**src/rtl/vga_timing_pkg.sv**
```systemverilog
// ---------------------------------------------------------------------------
// vga_timing_pkg
// Shared 800x600@60 timing constants, coordinate and colour types, and a
// helper for clipping window bounds to the visible area.
// Ports: none (package).
// ---------------------------------------------------------------------------
package vga_timing_pkg;

   // Horizontal timing in pixel clocks
   localparam int H_VISIBLE = 800;
   localparam int H_FRONT   = 40;
   localparam int H_SYNC    = 128;
   localparam int H_BACK    = 88;
   localparam int H_TOTAL   = H_VISIBLE + H_FRONT + H_SYNC + H_BACK;

   // Vertical timing in lines
   localparam int V_VISIBLE = 600;
   localparam int V_FRONT   = 1;
   localparam int V_SYNC    = 4;
   localparam int V_BACK    = 23;
   localparam int V_TOTAL   = V_VISIBLE + V_FRONT + V_SYNC + V_BACK;

   // Screen coordinates are 11-bit unsigned throughout
   localparam int COORD_W  = 11;
   localparam int TILE_DIM = 16;

   typedef logic [COORD_W-1:0] coord_t;

   typedef struct packed {
      logic red;
      logic green;
      logic blue;
   } rgb_t;

   // Where the current pixel falls on the screen
   typedef enum logic [1:0] {
      REGION_BLANK,
      REGION_BORDER,
      REGION_WINDOW
   } region_t;

   // Clamps an elaboration-time coordinate into 0..limit so window bounds
   // never wrap in 11-bit arithmetic; an off-screen window collapses to empty.
   function automatic coord_t clip_coord(input int value, input int limit);
      if (value < 0)
         return '0;
      else if (value > limit)
         return coord_t'(limit);
      else
         return coord_t'(value);
   endfunction

endpackage

```
**src/rtl/vga_sync_gen.sv**
```systemverilog
// ---------------------------------------------------------------------------
// vga_sync_gen
// Free-running 800x600@60 raster counters with combinational decode of the
// visible flag, both sync levels and the once-per-frame commit strobe.
// Ports:
//   CLK_40Mhz  in   pixel clock
//   RSTn       in   asynchronous active-low reset (counters to 0,0)
//   h_count    out  current column 0..1055
//   v_count    out  current line 0..627
//   visible    out  counters inside the 800x600 active area
//   hsync      out  horizontal sync level (active-high)
//   vsync      out  vertical sync level (active-high)
//   commit     out  high for the single cycle at H=0, V=600
// ---------------------------------------------------------------------------
module vga_sync_gen
   import vga_timing_pkg::*;
(
   input  logic   CLK_40Mhz,
   input  logic   RSTn,
   output coord_t h_count,
   output coord_t v_count,
   output logic   visible,
   output logic   hsync,
   output logic   vsync,
   output logic   commit
);

   localparam coord_t H_LAST      = coord_t'(H_TOTAL - 1);
   localparam coord_t V_LAST      = coord_t'(V_TOTAL - 1);
   localparam coord_t H_VIS       = coord_t'(H_VISIBLE);
   localparam coord_t V_VIS       = coord_t'(V_VISIBLE);
   localparam coord_t HSYNC_START = coord_t'(H_VISIBLE + H_FRONT);
   localparam coord_t HSYNC_END   = coord_t'(H_VISIBLE + H_FRONT + H_SYNC);
   localparam coord_t VSYNC_START = coord_t'(V_VISIBLE + V_FRONT);
   localparam coord_t VSYNC_END   = coord_t'(V_VISIBLE + V_FRONT + V_SYNC);

   // The line counter only moves when the column counter wraps, so a frame
   // is exactly H_TOTAL * V_TOTAL clocks.
   always_ff @(posedge CLK_40Mhz or negedge RSTn) begin
      if (!RSTn) begin
         h_count <= '0;
         v_count <= '0;
      end else if (h_count == H_LAST) begin
         h_count <= '0;
         v_count <= (v_count == V_LAST) ? '0 : v_count + coord_t'(1);
      end else begin
         h_count <= h_count + coord_t'(1);
      end
   end

   // Decode is left combinational; the renderer registers it alongside the
   // colour so all outputs share one cycle of latency.
   always_comb begin
      visible = (h_count < H_VIS) && (v_count < V_VIS);
      hsync   = (h_count >= HSYNC_START) && (h_count < HSYNC_END);
      vsync   = (v_count >= VSYNC_START) && (v_count < VSYNC_END);
      commit  = (h_count == '0) && (v_count == V_VIS);
   end

endmodule

```
**src/rtl/vga_tile_renderer.sv**
```systemverilog
// ---------------------------------------------------------------------------
// vga_tile_renderer
// Displays a double-buffered 16x16 monochrome bitmap, scaled by
// 2^SCALE_LOG2, inside an 800x600@60 raster. Rows are written into a shadow
// buffer at any time; the shadow is copied to the displayed buffer once per
// frame at the start of vertical blanking so the image never tears.
// Ports:
//   CLK_40Mhz        in   pixel clock
//   RSTn             in   asynchronous active-low reset
//   Write_En_Sig     in   row write strobe, one row per high cycle
//   Write_Addr_Sig   in   bitmap row 0..15
//   Write_Data       in   row bits, bit 15 is the leftmost pixel
//   HSYNC_Sig        out  horizontal sync, active-high
//   VSYNC_Sig        out  vertical sync, active-high
//   Red_Sig          out  pixel red
//   Green_Sig        out  pixel green
//   Blue_Sig         out  pixel blue
//   Frame_Start_Sig  out  one-cycle pulse marking the buffer commit
// ---------------------------------------------------------------------------
module vga_tile_renderer
   import vga_timing_pkg::*;
#(
   parameter int         ORG_X      = 336,
   parameter int         ORG_Y      = 236,
   parameter int         SCALE_LOG2 = 3,
   parameter logic [2:0] FG_COLOR   = 3'b010,
   parameter logic [2:0] BG_COLOR   = 3'b000
)(
   input  logic        CLK_40Mhz,
   input  logic        RSTn,
   input  logic        Write_En_Sig,
   input  logic [3:0]  Write_Addr_Sig,
   input  logic [15:0] Write_Data,
   output logic        HSYNC_Sig,
   output logic        VSYNC_Sig,
   output logic        Red_Sig,
   output logic        Green_Sig,
   output logic        Blue_Sig,
   output logic        Frame_Start_Sig
);

   localparam int WIN_SIZE = TILE_DIM << SCALE_LOG2;

   // Window bounds are clipped to the visible area up front, so the run-time
   // comparisons can never wrap regardless of how the parameters are set.
   localparam coord_t X_LO = clip_coord(ORG_X, H_VISIBLE);
   localparam coord_t X_HI = clip_coord(ORG_X + WIN_SIZE, H_VISIBLE);
   localparam coord_t Y_LO = clip_coord(ORG_Y, V_VISIBLE);
   localparam coord_t Y_HI = clip_coord(ORG_Y + WIN_SIZE, V_VISIBLE);

   coord_t  h_count;
   coord_t  v_count;
   logic    visible;
   logic    hsync;
   logic    vsync;
   logic    commit;

   logic [TILE_DIM-1:0] shadow_buf  [TILE_DIM];
   logic [TILE_DIM-1:0] shadow_next [TILE_DIM];
   logic [TILE_DIM-1:0] active_buf  [TILE_DIM];

   logic    in_window;
   coord_t  dx;
   coord_t  dy;
   logic [3:0] col;
   logic [3:0] row;
   logic    tile_bit;
   region_t region;
   rgb_t    colour_next;
   rgb_t    colour_q;

   vga_sync_gen u_sync (
      .CLK_40Mhz (CLK_40Mhz),
      .RSTn      (RSTn),
      .h_count   (h_count),
      .v_count   (v_count),
      .visible   (visible),
      .hsync     (hsync),
      .vsync     (vsync),
      .commit    (commit)
   );

   // Shadow contents as they will be after this cycle's write. The commit
   // copies this rather than shadow_buf so a write landing on the commit
   // cycle still makes it into the new frame.
   always_comb begin
      shadow_next = shadow_buf;
      if (Write_En_Sig)
         shadow_next[Write_Addr_Sig] = Write_Data;
   end

   always_ff @(posedge CLK_40Mhz or negedge RSTn) begin
      if (!RSTn) begin
         for (int i = 0; i < TILE_DIM; i++)
            shadow_buf[i] <= '0;
      end else begin
         shadow_buf <= shadow_next;
      end
   end

   // The displayed buffer only changes at the commit point, which lies in
   // vertical blanking, so no visible line ever mixes two images.
   always_ff @(posedge CLK_40Mhz or negedge RSTn) begin
      if (!RSTn) begin
         for (int i = 0; i < TILE_DIM; i++)
            active_buf[i] <= '0;
      end else if (commit) begin
         active_buf <= shadow_next;
      end
   end

   // Map the raster position onto a bitmap cell. The offsets are only
   // meaningful inside the window, where they are below WIN_SIZE and the
   // shifted value fits in four bits. Bit 15 is leftmost, hence ~col.
   always_comb begin
      in_window = visible &&
                  (h_count >= X_LO) && (h_count < X_HI) &&
                  (v_count >= Y_LO) && (v_count < Y_HI);
      dx        = h_count - X_LO;
      dy        = v_count - Y_LO;
      col       = 4'(dx >> SCALE_LOG2);
      row       = 4'(dy >> SCALE_LOG2);
      tile_bit  = active_buf[row][~col];
   end

   always_comb begin
      region = REGION_BLANK;
      if (visible)
         region = in_window ? REGION_WINDOW : REGION_BORDER;
   end

   always_comb begin
      colour_next = rgb_t'(3'b000);
      case (region)
         REGION_WINDOW: colour_next = tile_bit ? rgb_t'(FG_COLOR) : rgb_t'(BG_COLOR);
         REGION_BORDER: colour_next = rgb_t'(BG_COLOR);
         default:       colour_next = rgb_t'(3'b000);
      endcase
   end

   // Sync, colour and the commit marker are registered together so they
   // all describe the same raster position one clock after the counters.
   always_ff @(posedge CLK_40Mhz or negedge RSTn) begin
      if (!RSTn) begin
         HSYNC_Sig       <= 1'b0;
         VSYNC_Sig       <= 1'b0;
         Frame_Start_Sig <= 1'b0;
         colour_q        <= rgb_t'(3'b000);
      end else begin
         HSYNC_Sig       <= hsync;
         VSYNC_Sig       <= vsync;
         Frame_Start_Sig <= commit;
         colour_q        <= colour_next;
      end
   end

   assign Red_Sig   = colour_q.red;
   assign Green_Sig = colour_q.green;
   assign Blue_Sig  = colour_q.blue;

endmodule

```
**config.mk**
```make
export PLATFORM = sky130hd
export DESIGN_NAME = vga_tile_renderer
export DESIGN_NICKNAME = d
export VERILOG_FILES = /design/src/rtl/vga_timing_pkg.sv /design/src/rtl/vga_sync_gen.sv /design/src/rtl/vga_tile_renderer.sv
export SDC_FILE = /design/constraint.sdc
export NUM_CORES = 1
export LEC_CHECK = 0
export CAP_MARGIN = 20
export CELL_PAD_IN_SITES_DETAIL_PLACEMENT = 0
export CELL_PAD_IN_SITES_GLOBAL_PLACEMENT = 2
export CORE_MARGIN = 2
export CORE_UTILIZATION = 30
export DETAILED_ROUTE_END_ITERATION = 6
export MAX_ROUTING_LAYER = met4
export PLACE_DENSITY = 0.6
export SETUP_SLACK_MARGIN = 0.4
export SLEW_MARGIN = 20
export SYNTH_ARGS = -nofsm -noshare
export SYNTH_HDL_FRONTEND = slang
export SYNTH_SLANG_ARGS = --single-unit
export TNS_END_PERCENT = 10
```
**constraint.sdc**
```tcl
create_clock -name CLK_40Mhz -period 2.73 [get_ports CLK_40Mhz]
set_clock_uncertainty 0.2 [all_clocks]
set_input_delay 0.546 -clock CLK_40Mhz [delete_from_list [all_inputs] [get_ports CLK_40Mhz]]
set_output_delay 0.546 -clock CLK_40Mhz [all_outputs]
set_load 0.03 [all_outputs]
```
After elaboration in Yosys (flattened, before gate mapping)
Cells that the tools add are included.
{"block": "totals", "out_inout_bits": 6, "input_bits": 23, "word_cells": 90, "reg_bits": 540}
{"block": "classes", "mux": 15, "n_addsub": 4, "reduce_logical": 10, "n_bitwise": 3, "order_cmp": 14, "n_eq_ne": 4}
{"op": "bitwise mux 256 bit", "n": 1}
{"op": "two-way mux 256 bit", "n": 1}
{"op": "binary-select mux 16 bit (select 4 bit)", "n": 1}
{"op": "demux 16 bit (select 4 bit)", "n": 1}
{"op": "two-way mux 16 bit", "n": 3}
{"op": "less-than comparator 11 x 10 -> 1 bit, second input constant", "n": 4}
{"op": "adder 11 x 1 -> 11 bit, second input constant", "n": 2}
{"op": "== test 11 x 10 -> 1 bit, second input constant", "n": 2}
{"op": ">= comparator 11 x 10 -> 1 bit, second input constant", "n": 2}
{"op": "less-than comparator 11 x 9 -> 1 bit, second input constant", "n": 2}
{"op": "two-way mux 11 bit", "n": 2}
{"op": "subtractor 7 bit, second input constant", "n": 2}
{"op": "== test 11 bit, second input constant", "n": 1}
{"op": ">= comparator 11 x 8 -> 1 bit, second input constant", "n": 1}
{"op": ">= comparator 11 x 9 -> 1 bit, second input constant", "n": 1}
{"op": "zero test 11 bit", "n": 1}
{"op": ">= comparator 5 bit, second input constant", "n": 2}
{"op": "inverter 4 -> 5 bit", "n": 2}
{"op": "logical AND 1 bit", "n": 9}
{"op": "two-way mux 2 bit", "n": 3}
{"op": "less-than comparator 4 x 5 -> 1 bit, second input constant", "n": 1}
{"op": "less-than comparator 5 x 1 -> 1 bit, second input constant", "n": 1}
{"op": "binary-select mux 1 bit (select 4 bit)", "n": 1}
{"op": "inverter 4 bit", "n": 1}
{"op": "other kinds (3)", "n": 3}

Logic depth before layout (Yosys ltp)
Gate-level depths: netlist (run 1).
{"block": "depth", "word_depth": 10, "mapped_depth": 11, "mapped_depth_nobuf": 9}

Hierarchy
From an unflattened synthesis (run 1), not the netlist that was laid out.
{"block": "unflattened", "cells_unflattened": 1490, "area_unflattened_um2": 22820.6}
{"module": "vga_tile_renderer", "cells_per_inst": 1362, "seq_area_each_um2": 12912.4, "instances": 1, "area_each_um2": 21585.7}
{"module": "vga_sync_gen", "cells_per_inst": 128, "seq_area_each_um2": 550.5, "instances": 1, "area_each_um2": 1234.9}

Worst setup path before layout (run 1)
Ideal clock, no wire load.
{"block": "synth_path", "path_type": "reg2reg", "from": "register u_sync.v_count[2]", "to": "register colour_q, in the netlist Green_Sig", "setup_time_ns": 0.126, "path_buffers": 3, "slack_ns": -0.267, "period_less_slack_ns": 2.997, "arrival_ns": 2.671, "t_required_ns": 2.404, "path_stages_with_launch": 12, "cell_sequence": "dfrtp_1 inv_1 ha_1 buf_4 buf_2 buf_2 mux4_2 nand2_1 nand4_1 nand4_1 nand4b_1 o32a_1"}
{"element": "start, declared", "line": "vga_sync_gen.sv:21", "text": "output coord_t v_count,"}
{"element": "start signal, assigned", "line": "vga_sync_gen.sv:45", "text": "v_count <= (v_count == V_LAST) ? '0 : v_count + coord_t'(1);"}
{"element": "end signal, assigned", "line": "vga_tile_renderer.sv:148", "text": "colour_q <= rgb_t'(3'b000);"}
{"element": "end signal, assigned", "line": "vga_tile_renderer.sv:153", "text": "colour_q <= colour_next;"}
{"element": "end, declared", "line": "vga_tile_renderer.sv:70", "text": "rgb_t colour_q;"}

==> results.cfg, run 1 <==
[yosys]
yosysSeqAreaShare_pct = 59.1
yosys_most_used_dff = dfrtp_1
synth_top_area_cell = dfrtp_1
synth_top_area_share_pct = 59.1
ys_async_sr_fraction_pct = 100
synth_edf_count = 0
syn-cell-area_um2 = 22800
yosysMostFrequentCell = dfrtp_1
syn_inst = 1493
synth_top_cells_by_area = dfrtp_1 59%, mux2_2 25%, mux4_2 6.1%
synth_area_per_cell_um2 = 15.3
ys_seq_elements = 538
yosys_warnings = 0
ys_types = 53
synth_common_cells = 538 x dfrtp_1, 509 x mux2_2, 62 x mux4_2

[clocking]
tritoncts = yes
cts_made_buffers = 59
clk_pin_slew_ns = 0.06
clk_latency_ns = 0.63
htreeDepth = 2
cts_root_buf = clkbuf_16
cts_sinks = 538
ctsLongestPathBuffers = 3

[detailed_routing]
drcViolationCount = 0
postRouteAntennaNets = 0
drt_first_pass_iters = 4
routedWlPerCell_um = 23.5
num_vias = 13100
drtIter0Drc = 878
routed_wl_um = 63300
via_per_inst = 4.87

[cells_and_area]
final_cell_count_no_fill = 2695
syn_to_final_growth_pct = 27.9
fin_nets = 1714
drive_gt1_share_pct = 52.9

[worst_setup_path]
arrival_ns = 3.17
path_class = register to register
crit_top_cell = buf_12
endpoint_kind = register
cp_max_fo = 4
crit_chain = buf_6 > ha_4 > xnor2_4 > buf_12 > buf_12 > buf_4 > mux4_2 > nand2_2 > nand4_1 > a31oi_1 > nor3_2 > o32a_1
cp_top_family = buffers and inverters
start_kind = register
crit_slowest_cell = dfrtp_2
crit_required_ns = 3.04
cpPeakStageDelay_ns = 0.43
critPathBufInv = 4

[place]
gp_congestion = 0.755
dp_cells = 2544
port_buffers = 26
post-dp-hpwl_um = 38300

[floorplanning]
dieHeight_um = 280
rows = 101
die-area_um2 = 78200
die_w_um = 280
io_pins = 29
core_um2 = 75600
initial_core_util_pct = 30.1

[timing]
fin_crit_ns = 2.86
fin_crit_sh_pct = 105
timing_worst_slew_pin_value_ns = 0.679
setup_viol = 81
fmax_mhz = 350
layout_setup_ws_ns = -0.130
slew_viol_final = 0
fin_setup_tns_ns = -3.06
rsz0062_at_grt = yes
slew_headroom_pct = 54.6
finalHoldViolations = 0

[power_and_ir_drop]
clockPowerShare_pct = 42.5
p_switching_mw = 4.21
power_frac_seq_pct = 48.9
comb_power_share_pct = 8.6
ir_drop_mv = 0.616
intPower_mw = 14.4
power.density_nw_per_um2 = 639
p_leak_nw = 13.7
p_sw_share_pct = 22.6
power.total_mw = 18.6

[grt]
grt_usage_pct = 16.8
antenna_found_initial = 1
grt_pass1_vias = 14300
grt_max_degree = 91
grt_pass1_wl_um = 95700
gr-total-overflow = 0

[worst_hold_path]
hp-class = input port to asynchronous set/reset pin

[status]
violations = negative setup slack
outcome = finished with violations

[flow_run]
max-cap-violations = 0
-- final timing paths --
path | start | endpoint | slack (ns) | cells past startpoint
worst min register to register | u_sync.h_count[0] | u_sync.h_count[0] | 0.28 | 1
worst max register to register | u_sync.v_count[2] | Green_Sig | -0.13 | 12
worst min-delay path | RSTn | active_buf[30] | 0.22 | 2
max in group asynchronous | RSTn | active_buf[253] | 1.30 | 3
min in group CLK_40Mhz | u_sync.h_count[0] | u_sync.h_count[0] | 0.28 | 1
worst max-delay path | u_sync.v_count[2] | Green_Sig | -0.13 | 12
-- per-layer routing --
| metal | track usage (%) | vias to the layer above | routed length, um |
|---|---|---|---|
| met3 | 2.16 | 86 | 2170 |
| met2 | 25.9 | 180 | 29500 |
| met5 | - | - | 0 |
| met4 | 4.47 | 0 | 1480 |
| met1 | 23.4 | 7077 | 30200 |
| li1 | - | 5779 | - |
-- power by group through the flow --
| stage | Clock (mW) | Combinational, mW | Sequential (mW) |
|---|---|---|---|
| final | 7.92 | 1.61 | 9.10 |
| after global routing | 8.49 | 1.79 | 9.20 |
| after CTS | 8.18 | 1.63 | 9.11 |
| after detailed placement | 0 | 1.57 | 9.25 |
| after global placement | 0 | 1.50 | 9.21 |
| after floorplan | 0 | 1.05 | 9.16 |
-- sequential cells by signal, indices dropped and copies added (netlist names) --
signal,cells
shadow_buf,256
VSYNC_Sig,1
u_sync.h_count,11
active_buf,256
Frame_Start_Sig,1
Green_Sig,1
HSYNC_Sig,1
u_sync.v_count,11
-- area by class of cell --
type / instances / area (um^2)
Antenna cell: 1 / 2.50
Tap cell: 978 / 1220
Multi-Input combinational cell: 846 / 9650
Timing Repair Buffer: 226 / 2860
Fill cell: 7099 / 46400
Clock buffer: 82 / 1660
Clock inverter: 16 / 248
Sequential cell: 538 / 13500
Inverter: 8 / 32.5
-- cell families (layout without fill, tap and decap cells) --
group	after synthesis	after routing	share of synthesized area [%]
flip-flops	538	538	59.1
AO/OA/AOI/OAI	50	50	1.48
multiplexers	583	583	31.8
XOR/XNOR	18	18	0.774
AND/OR/NAND/NOR	179	181	3.91
adder cells (fa/ha/maj)	12	12	0.659
other	1	3	0.0165
buffers and inverters	112	332	2.24
-- layout by cell type (no fill, tap or decap), drive strengths merged, types with 2 or more instances in the layout --
master         Yosys  layout
a21oi              6       6
or3                6       8
and4               2       2
ha                12      12
dlygate4sd2        0       4
conb               1       2
o21ai             17      17
nand2b             3       3
inv                8       9
nand3             25      25
xor2               7       7
nand3b             5       5
clkinv             0       9
a31oi              6       6
nor2b              2       2
o22ai              2       2
and3               6       6
nor3               8       8
xnor2             11      11
mux2i              9       9
or4                2       2
dfrtp            538     538
nor2              34      34
o32a               2       2
o211ai             2       2
mux4              62      62
clkdlybuf4s50      0      21
and2               2       2
clkbuf            48      91
buf               56     191
a311oi             3       3
bufinv             0       5
o31ai              3       3
nor4               7       7
a211oi             3       3
mux2             512     512
nand2             58      58
nand4             15      15
o41ai              2       2
-- repair_timing --
item	CTS	global route
hold buffers	1	0
pin swaps	17	9
setup buffers	18	12
gates resized for setup	212	17
setup endpoints to repair	261	258
hold endpoints to repair	169	0
gates cloned	10	11
-- stage by stage --
step / worst slack (ns) / area [um^2] / util [%] / hold WS [ns]
2_1_floorplan: 0.141 / 23000 / - / 0.0504
5_1_grt: -0.202 / 29100 / 38.6 / 0.239
6_report: -0.130 / 29100 / 38.6 / 0.221
4_1_cts: -0.159 / 28700 / 38.0 / 0.199
3_5_place_dp: -0.260 / 25600 / 33.8 / 0.277
3_3_place_gp: -0.211 / 25600 / 33.8 / 0.275
Note: power is estimated with default switching activity, not from simulation.
==> run 2, diff against run 1 <==
--- a/config.mk
+++ b/config.mk
@@ -13,7 +13,7 @@
 export DETAILED_ROUTE_END_ITERATION = 6
 export MAX_ROUTING_LAYER = met4
 export PLACE_DENSITY = 0.6
-export SETUP_SLACK_MARGIN = 0.4
+export SETUP_SLACK_MARGIN = 0.05
 export SLEW_MARGIN = 20
 export SYNTH_ARGS = -nofsm -noshare
 export SYNTH_HDL_FRONTEND = slang
==> results.cfg, run 2 (synthesis gave the netlist of run 1 again) <==
[worst_setup_path]
critPathBufInv = 3
reg2reg_depth = 10
worstSetupEndpoint = Green_Sig
cp_top_family = compound AO/OA/AOI/OAI gates
r2r_slack_ns = -0.11
crit_slowest_cell = mux4_2
start_kind = register
worstSetupPathDepth = 10
startpoint = u_sync.v_count[2]
crit_chain = inv_2 > ha_4 > buf_12 > buf_12 > mux4_2 > a211o_1 > a21oi_1 > a21oi_1 > and4b_1 > o32a_1
arrival_ns = 3.17
cp_max_fo = 5
worstReg2RegStart = u_sync.v_count[2]
endpoint_kind = register
path_class = register to register
r2r-end = Green_Sig
cpPeakStageDelay_ns = 0.52
crit_required_ns = 3.06

[floorplanning]
io_pins = 29
dieHeight_um = 280
die_w_um = 280
initial_core_util_pct = 30.1
core_um2 = 75600
die-area_um2 = 78200
rows = 101

[timing]
finalHoldViolations = 0
rsz0062_at_grt = yes
fin_setup_tns_ns = -0.125
hold_ws_ns = 0.268
timing_worst_slew_pin_value_ns = 0.848
fmax_mhz = 352
fin_crit_sh_pct = 104
slew_headroom_pct = 43.1
setup_viol = 2
fin_crit_ns = 2.84
layout_setup_ws_ns = -0.113
slew_viol_final = 0

[place]
port_buffers = 26
gp_congestion = 0.746
post-dp-hpwl_um = 36900
place_area_um2 = 25500
pre_cts_ws_ns = -0.312

[flow_run]
max-cap-violations = 0

[detailed_routing]
wl_met2_um = 29000
num_vias = 12900
routed.top_layer = met4
routed_wl_um = 60400
dr_wl_met3_um = 1650
drt_first_pass_iters = 4
drtIter0Drc = 516
wl_met1_um = 28800
drcViolationCount = 0
via_per_inst = 4.83
routedWlPerCell_um = 22.6
postRouteAntennaNets = 0

[cells_and_area]
final_cell_area_um2 = 28100
reg.largest.list = active_buf x256, shadow_buf x256
fill_cells = 7186
most-common-layout-cells = 536 x dfrtp_1, 507 x mux2_2, 108 x buf_4, 64 x clkbuf_16, 62 x mux4_2
final_common_cell = dfrtp_1
syn_to_final_growth_pct = 23.4
drive_gt1_share_pct = 51.8
fin_nets = 1690

[grt]
grt_usage_pct = 16.1
gr-total-overflow = 0
antenna_found_initial = 1
grt_pass1_wl_um = 91900
grt_max_degree = 81
grt_pass1_vias = 14100

[power_and_ir_drop]
ir_drop_mv = 0.482
power.density_nw_per_um2 = 656
p_leak_nw = 12.9
power.total_mw = 18.4

[clocking]
cts_sinks = 538
cts_root_buf = clkbuf_16
ctsLongestPathBuffers = 3
clk_pin_slew_ns = 0.06
htreeDepth = 2
tritoncts = yes
cts_made_buffers = 60
clk_latency_ns = 0.65

[worst_hold_path]
hp-class = input port to asynchronous set/reset pin

[status]
outcome = finished with violations
violations = negative setup slack
-- run 2: how the worst min path moves through the flow --
stage                 startpoint                end  slack (ns)
4_1_cts                     RSTn    shadow_buf[126]        0.26
5_1_grt                     RSTn    shadow_buf[126]        0.28
3_5_place_dp     shadow_buf[215]    shadow_buf[215]        0.28
3_3_place_gp   u_sync.h_count[0]  u_sync.h_count[0]        0.27
2_1_floorplan               RSTn    Frame_Start_Sig        0.05
6_report                    RSTn     shadow_buf[30]        0.27
-- run 2: area by class of cell --
class / instances / area, um^2 / area share (%)
Sequential cell: 538 / 13500 / 47.9
Clock inverter: 17 / 163 / 0.579
Tap cell: 978 / 1220 / 4.35
Timing Repair Buffer: 202 / 2440 / 8.68
Multi-Input combinational cell: 845 / 9030 / 32.1
Clock buffer: 90 / 1760 / 6.25
Inverter: 8 / 30.0 / 0.107
Antenna cell: 1 / 2.50 / 0.00890
-- run 2: power by group --
| group | switching [mW] | internal, mW |
|---|---|---|
| combinational | 0.720 | 0.802 |
| clock | 3.30 | 4.52 |
| sequential | 0.221 | 8.88 |
-- run 2: per-stage QoR --
step	cells	util (%)
2_1_floorplan	1494	-
3_3_place_gp	2538	33.8
3_5_place_dp	2538	33.8
4_1_cts	2670	36.9
5_1_grt	2679	37.2
6_report	2679	37.2
-- run 2: metal layers --
metal  up-vias  global-route usage [%]
li1       5753                       -
met1      6992                    21.9
met2       130                    25.5
met3        68                    2.27
met4         0                    3.84
met5         -                       -
-- run 2: what timing repair did --
action | CTS | global route
setup endpoints to repair | 42 | 256
gates resized for setup | 26 | 15
endpoints found under the hold margin | 36 | 0
hold buffers | 1 | 0
setup buffers | 21 | 4
cloned | 4 | 5
pin swaps | 17 | 3
